`src/rtl/divider_pkg.sv`:
```
// Shared operation codes and decode helpers for the divide/remainder unit.
// Op codes match the ALU decode so CPU, ALU and divider agree.
package divider_pkg;

   localparam logic [4:0] OP_DIVU = 5'd20;
   localparam logic [4:0] OP_DIVS = 5'd21;
   localparam logic [4:0] OP_REMU = 5'd22;
   localparam logic [4:0] OP_REMS = 5'd23;

   function automatic logic op_valid(input logic [4:0] o);
      return (o == OP_DIVU) || (o == OP_DIVS) || (o == OP_REMU) || (o == OP_REMS);
   endfunction

   function automatic logic op_signed(input logic [4:0] o);
      return (o == OP_DIVS) || (o == OP_REMS);
   endfunction

   function automatic logic op_rem(input logic [4:0] o);
      return (o == OP_REMU) || (o == OP_REMS);
   endfunction

endpackage

```
`src/rtl/div_step.sv`:
```
// One restoring division iteration: shift the next dividend bit into the
// partial remainder, subtract the divisor when it fits.
module div_step #(
   parameter int WIDTH = 32
) (
   input  logic [WIDTH-1:0] r,
   input  logic [WIDTH-1:0] q,
   input  logic [WIDTH-1:0] d,
   output logic [WIDTH-1:0] r_next,
   output logic [WIDTH-1:0] q_next
);

   logic [WIDTH:0]   r_sh;
   logic [WIDTH+1:0] r_diff;
   logic             fits;
   logic             unused_diff_msb;

   // r_sh carries one extra bit so the compare/subtract cannot overflow.
   assign r_sh            = {r, q[WIDTH-1]};
   assign r_diff          = {1'b0, r_sh} - {2'b00, d};
   assign fits            = ~r_diff[WIDTH+1];
   assign unused_diff_msb = r_diff[WIDTH];
   assign r_next          = fits ? r_diff[WIDTH-1:0] : r_sh[WIDTH-1:0];
   assign q_next          = {q[WIDTH-2:0], fits};

endmodule

```
`src/rtl/divider.sv`:
```
// Sequential 32-bit divide/remainder unit: restoring iteration on magnitudes,
// sign fix-up in the final step. Result and flags hold until the next op.
module divider
   import divider_pkg::*;
#(
   parameter int WIDTH     = 32,
   parameter bit ZERO_FAST = 1'b1
) (
   input  logic             clk,
   input  logic             reset,
   input  logic             start,
   input  logic [WIDTH-1:0] a,
   input  logic [WIDTH-1:0] b,
   input  logic [7:0]       op,
   output logic             busy,
   output logic             done,
   output logic [WIDTH-1:0] c,
   output logic             is_zero,
   output logic             is_negative
);

   localparam int CW = $clog2(WIDTH);

   typedef enum logic [1:0] {S_IDLE, S_LOAD, S_RUN, S_FIX} state_t;

   state_t           state, state_next;
   logic [4:0]       op_q;
   logic [WIDTH-1:0] a_q, b_q, r_q, q_q, d_q;
   logic             neg_q, neg_r, dz_q;
   logic [CW-1:0]    count;
   logic [WIDTH-1:0] step_r, step_q, abs_a, abs_b;
   logic [WIDTH-1:0] fin_q, fin_r, res;
   logic             fin_nq, fin_nr, is_sgn, is_rem, accept;
   logic             unused_op_hi;

   assign unused_op_hi = ^op[7:5];
   assign is_sgn       = op_signed(op_q);
   assign is_rem       = op_rem(op_q);
   assign accept       = (state == S_IDLE) && start && op_valid(op[4:0]);
   assign busy         = (state != S_IDLE);
   assign done         = (state == S_FIX);

   div_step #(.WIDTH(WIDTH)) u_step (
      .r      (r_q),
      .q      (q_q),
      .d      (d_q),
      .r_next (step_r),
      .q_next (step_q)
   );

   always_comb begin
      state_next = state;
      case (state)
         S_IDLE: if (accept) state_next = S_LOAD;
         S_LOAD: state_next = (ZERO_FAST && (b_q == '0)) ? S_FIX : S_RUN;
         S_RUN:  if (count == '0) state_next = S_FIX;
         S_FIX:  state_next = S_IDLE;
         default: state_next = S_IDLE;
      endcase
   end

   // Final quotient/remainder come from the last RUN step, or straight from
   // LOAD on the fast divide-by-zero path.
   always_comb begin
      abs_a = (is_sgn && a_q[WIDTH-1]) ? -a_q : a_q;
      abs_b = (is_sgn && b_q[WIDTH-1]) ? -b_q : b_q;
      if (state == S_LOAD) begin
         fin_q  = '1;
         fin_r  = abs_a;
         fin_nq = 1'b0;
         fin_nr = is_sgn && a_q[WIDTH-1];
      end else begin
         fin_q  = step_q;
         fin_r  = step_r;
         fin_nq = neg_q && !dz_q;
         fin_nr = neg_r;
      end
      if (is_rem) res = fin_nr ? -fin_r : fin_r;
      else        res = fin_nq ? -fin_q : fin_q;
   end

   always_ff @(posedge clk) begin
      if (reset) begin
         state       <= S_IDLE;
         op_q        <= '0;
         a_q         <= '0;
         b_q         <= '0;
         r_q         <= '0;
         q_q         <= '0;
         d_q         <= '0;
         neg_q       <= 1'b0;
         neg_r       <= 1'b0;
         dz_q        <= 1'b0;
         count       <= '0;
         c           <= '0;
         is_zero     <= 1'b1;
         is_negative <= 1'b0;
      end else begin
         state <= state_next;
         if (accept) begin
            op_q <= op[4:0];
            a_q  <= a;
            b_q  <= b;
         end
         if (state == S_LOAD) begin
            r_q   <= '0;
            q_q   <= abs_a;
            d_q   <= abs_b;
            neg_q <= is_sgn && (a_q[WIDTH-1] ^ b_q[WIDTH-1]);
            neg_r <= is_sgn && a_q[WIDTH-1];
            dz_q  <= (b_q == '0);
            count <= CW'(WIDTH - 1);
         end
         if (state == S_RUN) begin
            r_q   <= step_r;
            q_q   <= step_q;
            count <= count - CW'(1);
         end
         if (state_next == S_FIX) begin
            c           <= res;
            is_zero     <= (res == '0);
            is_negative <= res[WIDTH-1];
         end
      end
   end

endmodule

```
`config.mk`:
```
export PLATFORM = sky130hd
export DESIGN_NAME = divider
export DESIGN_NICKNAME = d
export VERILOG_FILES = /design/src/rtl/divider_pkg.sv /design/src/rtl/div_step.sv /design/src/rtl/divider.sv
export SDC_FILE = /design/constraint.sdc
export NUM_CORES = 1
export LEC_CHECK = 0
export BUFFER_PORTS_ARGS = -buffer_cell sky130_fd_sc_hd__buf_2
export CAP_MARGIN = 20
export CORE_ASPECT_RATIO = 1.2
export CORE_MARGIN = 10
export CORE_UTILIZATION = 62
export DETAILED_ROUTE_END_ITERATION = 16
export MAX_ROUTING_LAYER = met4
export PLACE_DENSITY = 0.9
export SLEW_MARGIN = 10
export SYNTH_ARGS = -nofsm -noshare
export SYNTH_HDL_FRONTEND = slang
export SYNTH_SLANG_ARGS = --single-unit
```
`constraint.sdc`:
```
create_clock -name clk -period 8.2 [get_ports clk]
set_clock_uncertainty 0.15 [all_clocks]
set_input_delay 1.64 -clock clk [delete_from_list [all_inputs] [get_ports clk]]
set_output_delay 1.64 -clock clk [all_outputs]
set_load 0.005 [all_outputs]
```
==> results of run 1 <==
[cell type report]
class                      count  area, µm²
tap                          279        349
multi-input combinational   1544       9340
clock buffer                  34        657
fill                        1850       7080
timing repair buffer         128        712
clock inverter                 4       23.8
sequential                   208       4160
inverter                      54        203
[layout by cell type, fill, tap and decap left out, types with 37 or more instances in the layout]
| master | n |
|---|---|
| dfxtp_1 | 208 |
| buf_2 | 106 |
| o21ai_0 | 85 |
| nand2_1 | 324 |
| inv_1 | 53 |
| nor2_1 | 215 |
| mux2i_1 | 37 |
| nor3_1 | 47 |
| xnor2_1 | 58 |
| xor2_1 | 67 |
| a21oi_1 | 190 |
| a211oi_1 | 47 |
| ha_1 | 39 |
[state kept, by name (all words and copies together), names as in the netlist]
name     count
c           32
r_q         32
b_q         32
d_q         32
q_q         32
op_q         5
dz_q         1
a_q         32
neg_r        1
is_zero      1
count        5
neg_q        1
state        2
[critical path, stage by stage, from the launching register on]
cell and delay, ns:
dfxtp_1 0.37, ha_1 0.45, a21oi_1 0.22, o21ai_0 0.18, a22oi_1 0.49, and2_1 0.25
nand2_2 0.08, nor2_1 0.31, ha_1 0.25, or4b_1 0.59, nor4_2 0.37, nand3_1 0.17
o21ai_1 0.19, xor2_1 0.17, nand2_1 0.08, or3_1 0.38, a2111oi_0 0.41, nand4_1 0.15
a2111oi_0 0.42, o2111ai_1 0.19, nor4b_1 0.35, a221o_1 0.20
[kinds of logic (layout without fill, tap and decap cells)]
group	after synthesis	count (layout)	share of synthesized area, %
AND/OR/NAND/NOR	766	766	24.6
XOR/XNOR	125	125	7.69
flip-flops	208	208	29.2
multiplexers	44	44	3.15
buffers and inverters	191	220	5.36
AO/OA/AOI/OAI	566	566	26.1
adder cells (fa/ha/maj)	43	43	3.83
[per-layer routing]
metal	up-vias	global-route usage, %	wire [µm]
met1	6640	37.0	17700
met3	141	3.81	3370
li1	6960	-	-
met5	-	-	0
met4	0	15.5	2560
met2	659	46.3	19700
[through the flow]
| step | setup WS [ns] | instances | power, mW | util [%] | hold slack (ns) |
|---|---|---|---|---|---|
| 6_report | 1.70 | 2251 | 5.57 | 68.6 | 0.301 |
| 5_1_grt | 1.16 | 2251 | 5.95 | 68.6 | 0.321 |
| 4_1_cts | 1.76 | 2250 | 5.49 | 68.5 | 0.302 |
| 3_5_place_dp | 1.78 | 2212 | 4.53 | 65.5 | 0.293 |
| 3_3_place_gp | 1.91 | 2212 | 4.47 | 65.5 | 0.286 |
| 2_1_floorplan | 2.51 | 1943 | 3.77 | - | 0.282 |
[worst max path at each step]
stage / from / to
2_1_floorplan: d_q[4] / is_zero
3_3_place_gp: r_q[17] / is_zero
3_5_place_dp: r_q[17] / is_zero
4_1_cts: r_q[17] / is_zero
5_1_grt: r_q[17] / is_zero
6_report: r_q[17] / is_zero
[power groups by stage]
stage                     sequential (mW)  combinational [mW]  clock, mW
after CTS                            1.21                3.32      0.961
after global routing                 1.22                3.72       1.01
after detailed placement             1.23                3.30          0
final                                1.21                3.41      0.957
after global placement               1.22                3.25          0
after floorplan                      1.20                2.57          0
==> impl_metrics.yaml, run 1 <==
status:
  status: "complete, no violations"
critical_path:
  arrival_ns: 6.80
  timing.rr.end: "is_zero"
  regToRegSetupSlack_ns: 1.70
  worstSetupEndpointType: "register"
  critPathRequiredTime_ns: 8.50
  r2r_start: "r_q[17]"
  ff2ff_path_depth: 21
  critPathKind: "reg2reg"
  critPathMaxFanout: 11
  start_kind: "register"
floorplanning:
  dieArea_um2: 29500
  start_util_pct: 63.2
  core_area_um2: 22500
  core.rowCount: 60
  die_w_um: 158
  ios: 111
  chipHeight_um: 186
timing:
  fmax_mhz: 154
  max_slew_margin_pct: 34.4
  maxSlewViolCount: 0
  fin_crit_sh_pct: 79.3
  period_minus_slack_ns: 6.50
  tns_ns: 0
  rsz0062_at_grt: "no"
  worst_slew_pin_slew_ns: 0.984
  setup_viol: 0
  hold_violations: 0
pwr:
  cellLeakagePower_nw: 5.96
  comb_power_share_pct: 61.1
  pwr-share-clk_pct: 17.2
  swShare_pct: 49.6
  pwr-share-seq_pct: 21.7
  power_density_nw_per_um2: 361
  vdd_ir_drop_max_mv: 0.342
  switchingPower_mw: 2.77
  intPower_mw: 2.81
logic_synthesis:
  ys_types: 98
  yosysMostFrequentCell: "nand2_1"
  synthesis.nets: 2061
  synth_top_cells_by_area: "dfxtp_1 (29%), nand2_1 (8.5%), a21oi_1 (6.7%)"
  synth.largest_area_cell: "dfxtp_1"
  yosys.area.top_type_share_pct: 29.2
  synthTopCellsByCount: "nand2_1 (324), nor2_1 (216), dfxtp_1 (208)"
  synthCells: 1943
  syn_area_um2: 14200
  synth_ff_type: "dfxtp_1"
  async_reset_ff_share_pct: 0
  yosysSeqAreaShare_pct: 29.2
  avgSynthCellArea_um2: 7.33
  ys_seq_elements: 208
  synth_edf_count: 0
  yosys_warnings: 0
cts:
  post-cts-setup-buffers: 0
  clock-sinks: 208
  insertion_delay_ns: 0.52
  h-tree-depth: 1
  clk_pin_slew_ns: 0.07
  root_buffer: "clkbuf_16"
  tritoncts: "built"
  clock_path_buffers: 3
  cts_hold_buffers: 0
  numCtsBuffers: 22
  cts_resized: 0
routing:
  drt_pass1_iterations: 6
  drc: 0
  drtIter0Drc: 1291
  ant_nets: 0
  routed_wirelength_um: 43300
  post_drt_via_cell_ratio: 6.40
  wl_per_cell_um: 19.3
  num_vias: 14400
global_routing:
  grt_max_degree: 110
  overflow: 0
  grt_pass1_wl_um: 69600
  grt_usage_pct: 29.7
  antenna_found_initial: 0
  grt_pass1_vias: 13400
final_layout:
  num_antenna_cells: 0
  final_area_um2: 15400
  final_nets: 2076
  drive_above_1_share_pct: 11.0
  syn2layout_area_growth_pct: 8.48
run:
  drv_cap: 0
placed_design:
  dp_hpwl_um: 32100
  place_congestion: 1.06
  port_buffers: 107
  post_dp_cell_area_um2: 14700
worst_hold_path:
  hold_class: "reg2reg"
  hold_end: "c[0]"
  holdCritStartpoint: "c[0]"
  whs_path_depth: 2
Note: power is estimated with default switching activity, not from simulation.
==> inputs of run 2 (changes only) <==
--- a/config.mk
+++ b/config.mk
@@ -5,14 +5,15 @@
 export SDC_FILE = /design/constraint.sdc
 export NUM_CORES = 1
 export LEC_CHECK = 0
+export ABC_AREA = 1
 export BUFFER_PORTS_ARGS = -buffer_cell sky130_fd_sc_hd__buf_2
 export CAP_MARGIN = 20
 export CORE_ASPECT_RATIO = 1.2
 export CORE_MARGIN = 10
-export CORE_UTILIZATION = 62
+export CORE_UTILIZATION = 56
 export DETAILED_ROUTE_END_ITERATION = 16
 export MAX_ROUTING_LAYER = met4
-export PLACE_DENSITY = 0.9
+export PLACE_DENSITY = 0.86
 export SLEW_MARGIN = 10
 export SYNTH_ARGS = -nofsm -noshare
 export SYNTH_HDL_FRONTEND = slang
==> constraint.sdc (replaced) <==
create_clock -name clk -period 5.51 [get_ports clk]
set_clock_uncertainty 0.15 [all_clocks]
set_input_delay 1.102 -clock clk [delete_from_list [all_inputs] [get_ports clk]]
set_output_delay 1.102 -clock clk [all_outputs]
set_load 0.005 [all_outputs]
==> run 2 against run 1 <==
Compared with the run above:
- worst hold slack better by 0.0043 ns
- flip-flop and latch count stayed put
- power is 99% higher
- synthesized area is 7.5% higher
- global-route usage is 1.5 points lower
- critical path depth is 14 higher
- worst setup slack worse by 1.1 ns
- sequential share of layout area is 2.2 points lower
- critical path type unchanged
- largest power group unchanged
- highest routed layer unchanged
==> impl_metrics.yaml, run 2 <==
logic_synthesis:
  syn_area_um2: 15300
  yosysSeqAreaShare_pct: 27.2
  yosysMostFrequentCell: "nand2_1"
  yosys.area.top_type_share_pct: 27.2
  synth_top_cells_by_area: "dfxtp_1 (27%), nand2_1 (16%), inv_1 (7.6%)"
  yosys_warnings: 0
  synth_ff_type: "dfxtp_1"
  avgSynthCellArea_um2: 6.06
  synth.largest_area_cell: "dfxtp_1"
  async_reset_ff_share_pct: 0
  ys_seq_elements: 208
  synthesis.nets: 2644
  ys_types: 56
  synth_edf_count: 0
  synthTopCellsByCount: "nand2_1 (671), inv_1 (309), nor2_1 (290)"
  synthCells: 2526
critical_path:
  ff2ff_path_depth: 35
  arrival_ns: 5.21
  cp_common_cell: "nand2_1"
  critPathRequiredTime_ns: 5.83
  critPathKind: "reg2reg"
  start_kind: "register"
  worstSetupEndpointType: "register"
  slowest_delay_ns: 0.42
  critPathMaxFanout: 23
  cpMaxStageDelayCell: "dfxtp_1"
final_layout:
  final_cell_mix: "nand2_1 (671), inv_1 (309), nor2_1 (289)"
  final_common_cell: "nand2_1"
  final_area_um2: 16800
  utilization_pct: 62.2
  drive_above_1_share_pct: 11.2
  final_nets: 2690
  fin_cells: 2929
  syn2layout_area_growth_pct: 9.77
  nFillCells: 2566
cts:
  post-cts-setup-buffers: 0
  insertion_delay_ns: 0.53
  cts_hold_buffers: 0
  clk_pin_slew_ns: 0.06
  clock_path_buffers: 3
  clock-sinks: 208
  root_buffer: "clkbuf_16"
  tritoncts: "built"
  cts_resized: 0
  numCtsBuffers: 24
  h-tree-depth: 1
global_routing:
  grt_pass1_wl_um: 77100
  antenna_found_initial: 1
  overflow: 0
  grt_usage_pct: 28.2
  grt_max_degree: 107
  grt_pass1_vias: 15000
placed_design:
  placedCellCount: 2885
  post_dp_cell_area_um2: 15900
  port_buffers: 107
  place_ws_ns: 0.626
  place_congestion: 1.02
  dp_hpwl_um: 37800
pwr:
  cellLeakagePower_nw: 8.77
  pwr-share-seq_pct: 17.5
  pwr-share-clk_pct: 15.6
  switchingPower_mw: 6.00
  comb_power_share_pct: 66.9
  power_density_nw_per_um2: 660
  swShare_pct: 54.1
  intPower_mw: 5.09
  vdd_ir_drop_max_mv: 0.342
  p_total_mw: 11.1
worst_hold_path:
  whs_path_depth: 1
  hold_class: "reg2reg"
status:
  status: "complete, no violations"
floorplanning:
  start_util_pct: 56.7
  chipHeight_um: 201
  dieArea_um2: 34400
  die_w_um: 171
  core.rowCount: 66
  ios: 111
  core_area_um2: 27000
routing:
  wl_per_cell_um: 16.6
  ant_nets: 0
  num_vias: 16300
  routed_wirelength_um: 48800
  drtIter0Drc: 1626
  drt_pass1_iterations: 8
  post_drt_via_cell_ratio: 5.55
  drc: 0
timing:
  fmax_mhz: 205
  worst_slack_ns: 0.622
  hold_violations: 0
  rsz0062_at_grt: "no"
  maxSlewViolCount: 0
  period_minus_slack_ns: 4.89
  worst_hold_slack_ns: 0.305
  max_slew_margin_pct: 30.1
  fin_crit_sh_pct: 88.7
  setup_viol: 0
  tns_ns: 0
  worst_slew_pin_slew_ns: 1.05
run:
  drv_cap: 0
==> run 2: critical path: cells and delay by family, from the launching register on <==
family	cells	cell delay, ns
simple gates	24	2.81
compound gates	2	0.33
buf+inv	6	0.45
flops	1	0.42
xor+xnor	1	0.16
fa+ha+maj	2	0.49
==> run 2: cell families (layout without fill, tap and decap cells) <==
family,count (synthesis),after routing,share of synthesized area [%]
other cells,0,1,0
fa+ha+maj,43,43,3.57
simple gates,1357,1357,39.0
buf+inv,435,497,11.4
compound gates,431,431,15.9
flops,208,208,27.2
xor+xnor,52,52,2.98
==> run 2: final cells by class <==
type	instances	area [µm²]	area share, %
clock inverters	7	139	0.827
multi-input cells	1883	9410	56.0
clock buffers	35	723	4.31
repair buffers	124	683	4.07
flip-flops and latches	208	4160	24.8
well taps	340	425	2.53
diodes	1	2.50	0.0149
inverters	331	1250	7.42
==> run 2: final timing paths <==
| check | startpoint | to | slack [ns] |
|---|---|---|---|
| worst max-delay path | d_q[7] | is_zero | 0.62 |
| worst min-delay path | count[0] | count[0] | 0.31 |
| worst max register to register | d_q[7] | is_zero | 0.62 |
| worst min register to register | count[0] | count[0] | 0.31 |
==> run 2: power by group through the flow <==
stage | Sequential [mW] | Combinational [mW] | Clock [mW]
CTS | 1.94 | 7.29 | 1.74
global route | 1.97 | 8.27 | 1.81
finish | 1.94 | 7.42 | 1.73
global placement | 1.95 | 7.17 | 0
detailed placement | 1.97 | 7.25 | 0
floorplan | 1.93 | 5.51 | 0
==> run 2: routing by layer <==
layer | share of wire (%) | up-vias | track usage, %
li1 | - | 8199 | -
met1 | 45 | 7381 | 36.7
met2 | 45 | 591 | 43.6
met3 | 6.8 | 95 | 4.01
met4 | 3.6 | 0 | 10.2
met5 | 0 | - | -
==> inputs of run 3 (changes only) <==
--- a/config.mk
+++ b/config.mk
@@ -5,7 +5,7 @@
 export SDC_FILE = /design/constraint.sdc
 export NUM_CORES = 1
 export LEC_CHECK = 0
-export ABC_AREA = 1
+export ABC_AREA = 0
 export BUFFER_PORTS_ARGS = -buffer_cell sky130_fd_sc_hd__buf_2
 export CAP_MARGIN = 20
 export CORE_ASPECT_RATIO = 1.2
==> run 3 against run 2 <==
Compared with the run above:
- routed wire length shrank 5.4%
- worst setup slack lost 0.46 ns
- critical path depth shrank 13
- combinational power shrank 20%
- design area is essentially flat
- flip-flop and latch count is the same
- global-route usage shrank 0.14 points
==> impl_metrics.yaml, run 3 (same netlist as run 1, synthesis figures left out) <==
pwr:
  intPower_mw: 4.84
  cellLeakagePower_nw: 6.60
  power_density_nw_per_um2: 552
  swShare_pct: 47.7
  pwr-share-seq_pct: 19.3
  switchingPower_mw: 4.42
  vdd_ir_drop_max_mv: 0.276
  comb_power_share_pct: 63.6
  pwr-share-clk_pct: 17.0
critical_path:
  arrival_ns: 5.68
  critPathRequiredTime_ns: 5.85
  critPathKind: "reg2reg"
  r2r_start: "r_q[15]"
  worstSetupEndpointType: "register"
  ff2ff_path_depth: 22
  critPathMaxFanout: 3
  startpoint: "r_q[15]"
  start_kind: "register"
routing:
  drc: 0
  drt_pass1_iterations: 6
  routed_wirelength_um: 46100
  drtIter0Drc: 1294
  wl_per_cell_um: 19.1
  ant_nets: 0
  num_vias: 14800
  post_drt_via_cell_ratio: 6.14
timing:
  worst_slack_ns: 0.165
  setup_viol: 0
  fmax_mhz: 187
  max_slew_margin_pct: 30.1
  maxSlewViolCount: 0
  fin_crit_sh_pct: 97.0
  worst_slew_pin_slew_ns: 1.05
  period_minus_slack_ns: 5.35
  hold_violations: 0
floorplanning:
  chipHeight_um: 195
  start_util_pct: 57.2
  core.rowCount: 63
  die_w_um: 166
  core_area_um2: 24900
  ios: 111
  dieArea_um2: 32200
cts:
  cts_hold_buffers: 0
  insertion_delay_ns: 0.55
  h-tree-depth: 1
  numCtsBuffers: 23
  clock-sinks: 208
  clk_pin_slew_ns: 0.06
  root_buffer: "clkbuf_16"
  clock_path_buffers: 3
  tritoncts: "built"
global_routing:
  grt_usage_pct: 28.1
  grt_pass1_wl_um: 72600
  antenna_found_initial: 0
  overflow: 0
  grt_max_degree: 86
  grt_pass1_vias: 13800
placed_design:
  port_buffers: 107
  place_congestion: 1.07
  dp_hpwl_um: 34800
  post_dp_cell_area_um2: 15600
  place_ws_ns: -0.0663
final_layout:
  final_nets: 2194
  final_area_um2: 16800
  nFillCells: 2140
  drive_above_1_share_pct: 18.4
  multi_input_area_um2: 9660
  utilization_pct: 67.4
  final_common_cell: "nand2_1"
  syn2layout_area_growth_pct: 17.9
  final_cell_mix: "nand2_1 (323), nor2_1 (214), dfxtp_1 (203)"
  final-seq-area_um2: 4170
status:
  status: "complete, no violations"
worst_hold_path:
  hold_class: "reg2reg"
  whs_path_depth: 2
  holdCritStartpoint: "c[4]"
run:
  drv_cap: 0
==> run 3: timing repair <==
item,4_1_cts,5_1_grt
buffers inserted,1,11
resized for setup,1,56
endpoints found under the setup margin,1,4
pin swaps,1,28
==> run 3: power groups by stage <==
stage | clock network (mW) | registers [mW] | logic, mW
floorplan | 0 | 1.79 | 3.86
global placement | 0 | 1.81 | 5.40
detailed placement | 0 | 1.82 | 5.50
CTS | 1.59 | 1.79 | 5.53
global route | 1.65 | 1.81 | 6.40
finish | 1.58 | 1.79 | 5.90
==> run 3: critical path, stage by stage, from the launching register on <==
cell and delay, ns:
dfxtp_1 0.43, ha_4 0.24, buf_4 0.13, nand4_1 0.11
nor2_1 0.09, a221oi_4 0.29, a21bo_2 0.22, nand2_4 0.07
nor2_4 0.15, ha_4 0.15, or4b_4 0.47, nor4_4 0.33
nand3_2 0.14, o21ai_2 0.17, xor2_1 0.15, nand2_1 0.11
or3_4 0.40, a2111oi_4 0.29, nand4_1 0.14, a2111oi_2 0.30
o2111ai_1 0.20, nor4b_1 0.34, a221o_1 0.19
==> run 3: layout make-up <==
cell class,instances,area share [%]
tap,325,2.42
inverter,54,1.21
clock inverter,11,0.790
clock buffer,30,3.76
multi-input combinational,1544,57.5
antenna,1,0.0149
sequential,208,24.8
timing repair buffer,245,9.42
==> run 3: layer usage <==
metal | track usage, % | up-vias | wire length (µm)
met2 | 43.9 | 591 | 21200
met5 | - | - | 0
met4 | 14.2 | 0 | 2810
li1 | - | 7198 | -
met1 | 34.2 | 6900 | 18600
met3 | 4.48 | 157 | 3600
==> run 3: stage by stage <==
step	cells	power, mW	hold slack (ns)	setup TNS (ns)
finish	2418	9.27	0.299	0
global route	2417	9.87	0.324	-0.0227
CTS	2405	8.90	0.300	0
detailed placement	2363	7.32	0.293	-0.0663
global placement	2363	7.21	0.289	0
floorplan	1943	5.65	0.282	0
==> run 3: path summary, 6_finish.rpt <==
kind / end / slack [ns]
min: c[4] / 0.30
min reg2reg: c[4] / 0.30
max: is_zero / 0.16
max reg2reg: is_zero / 0.16
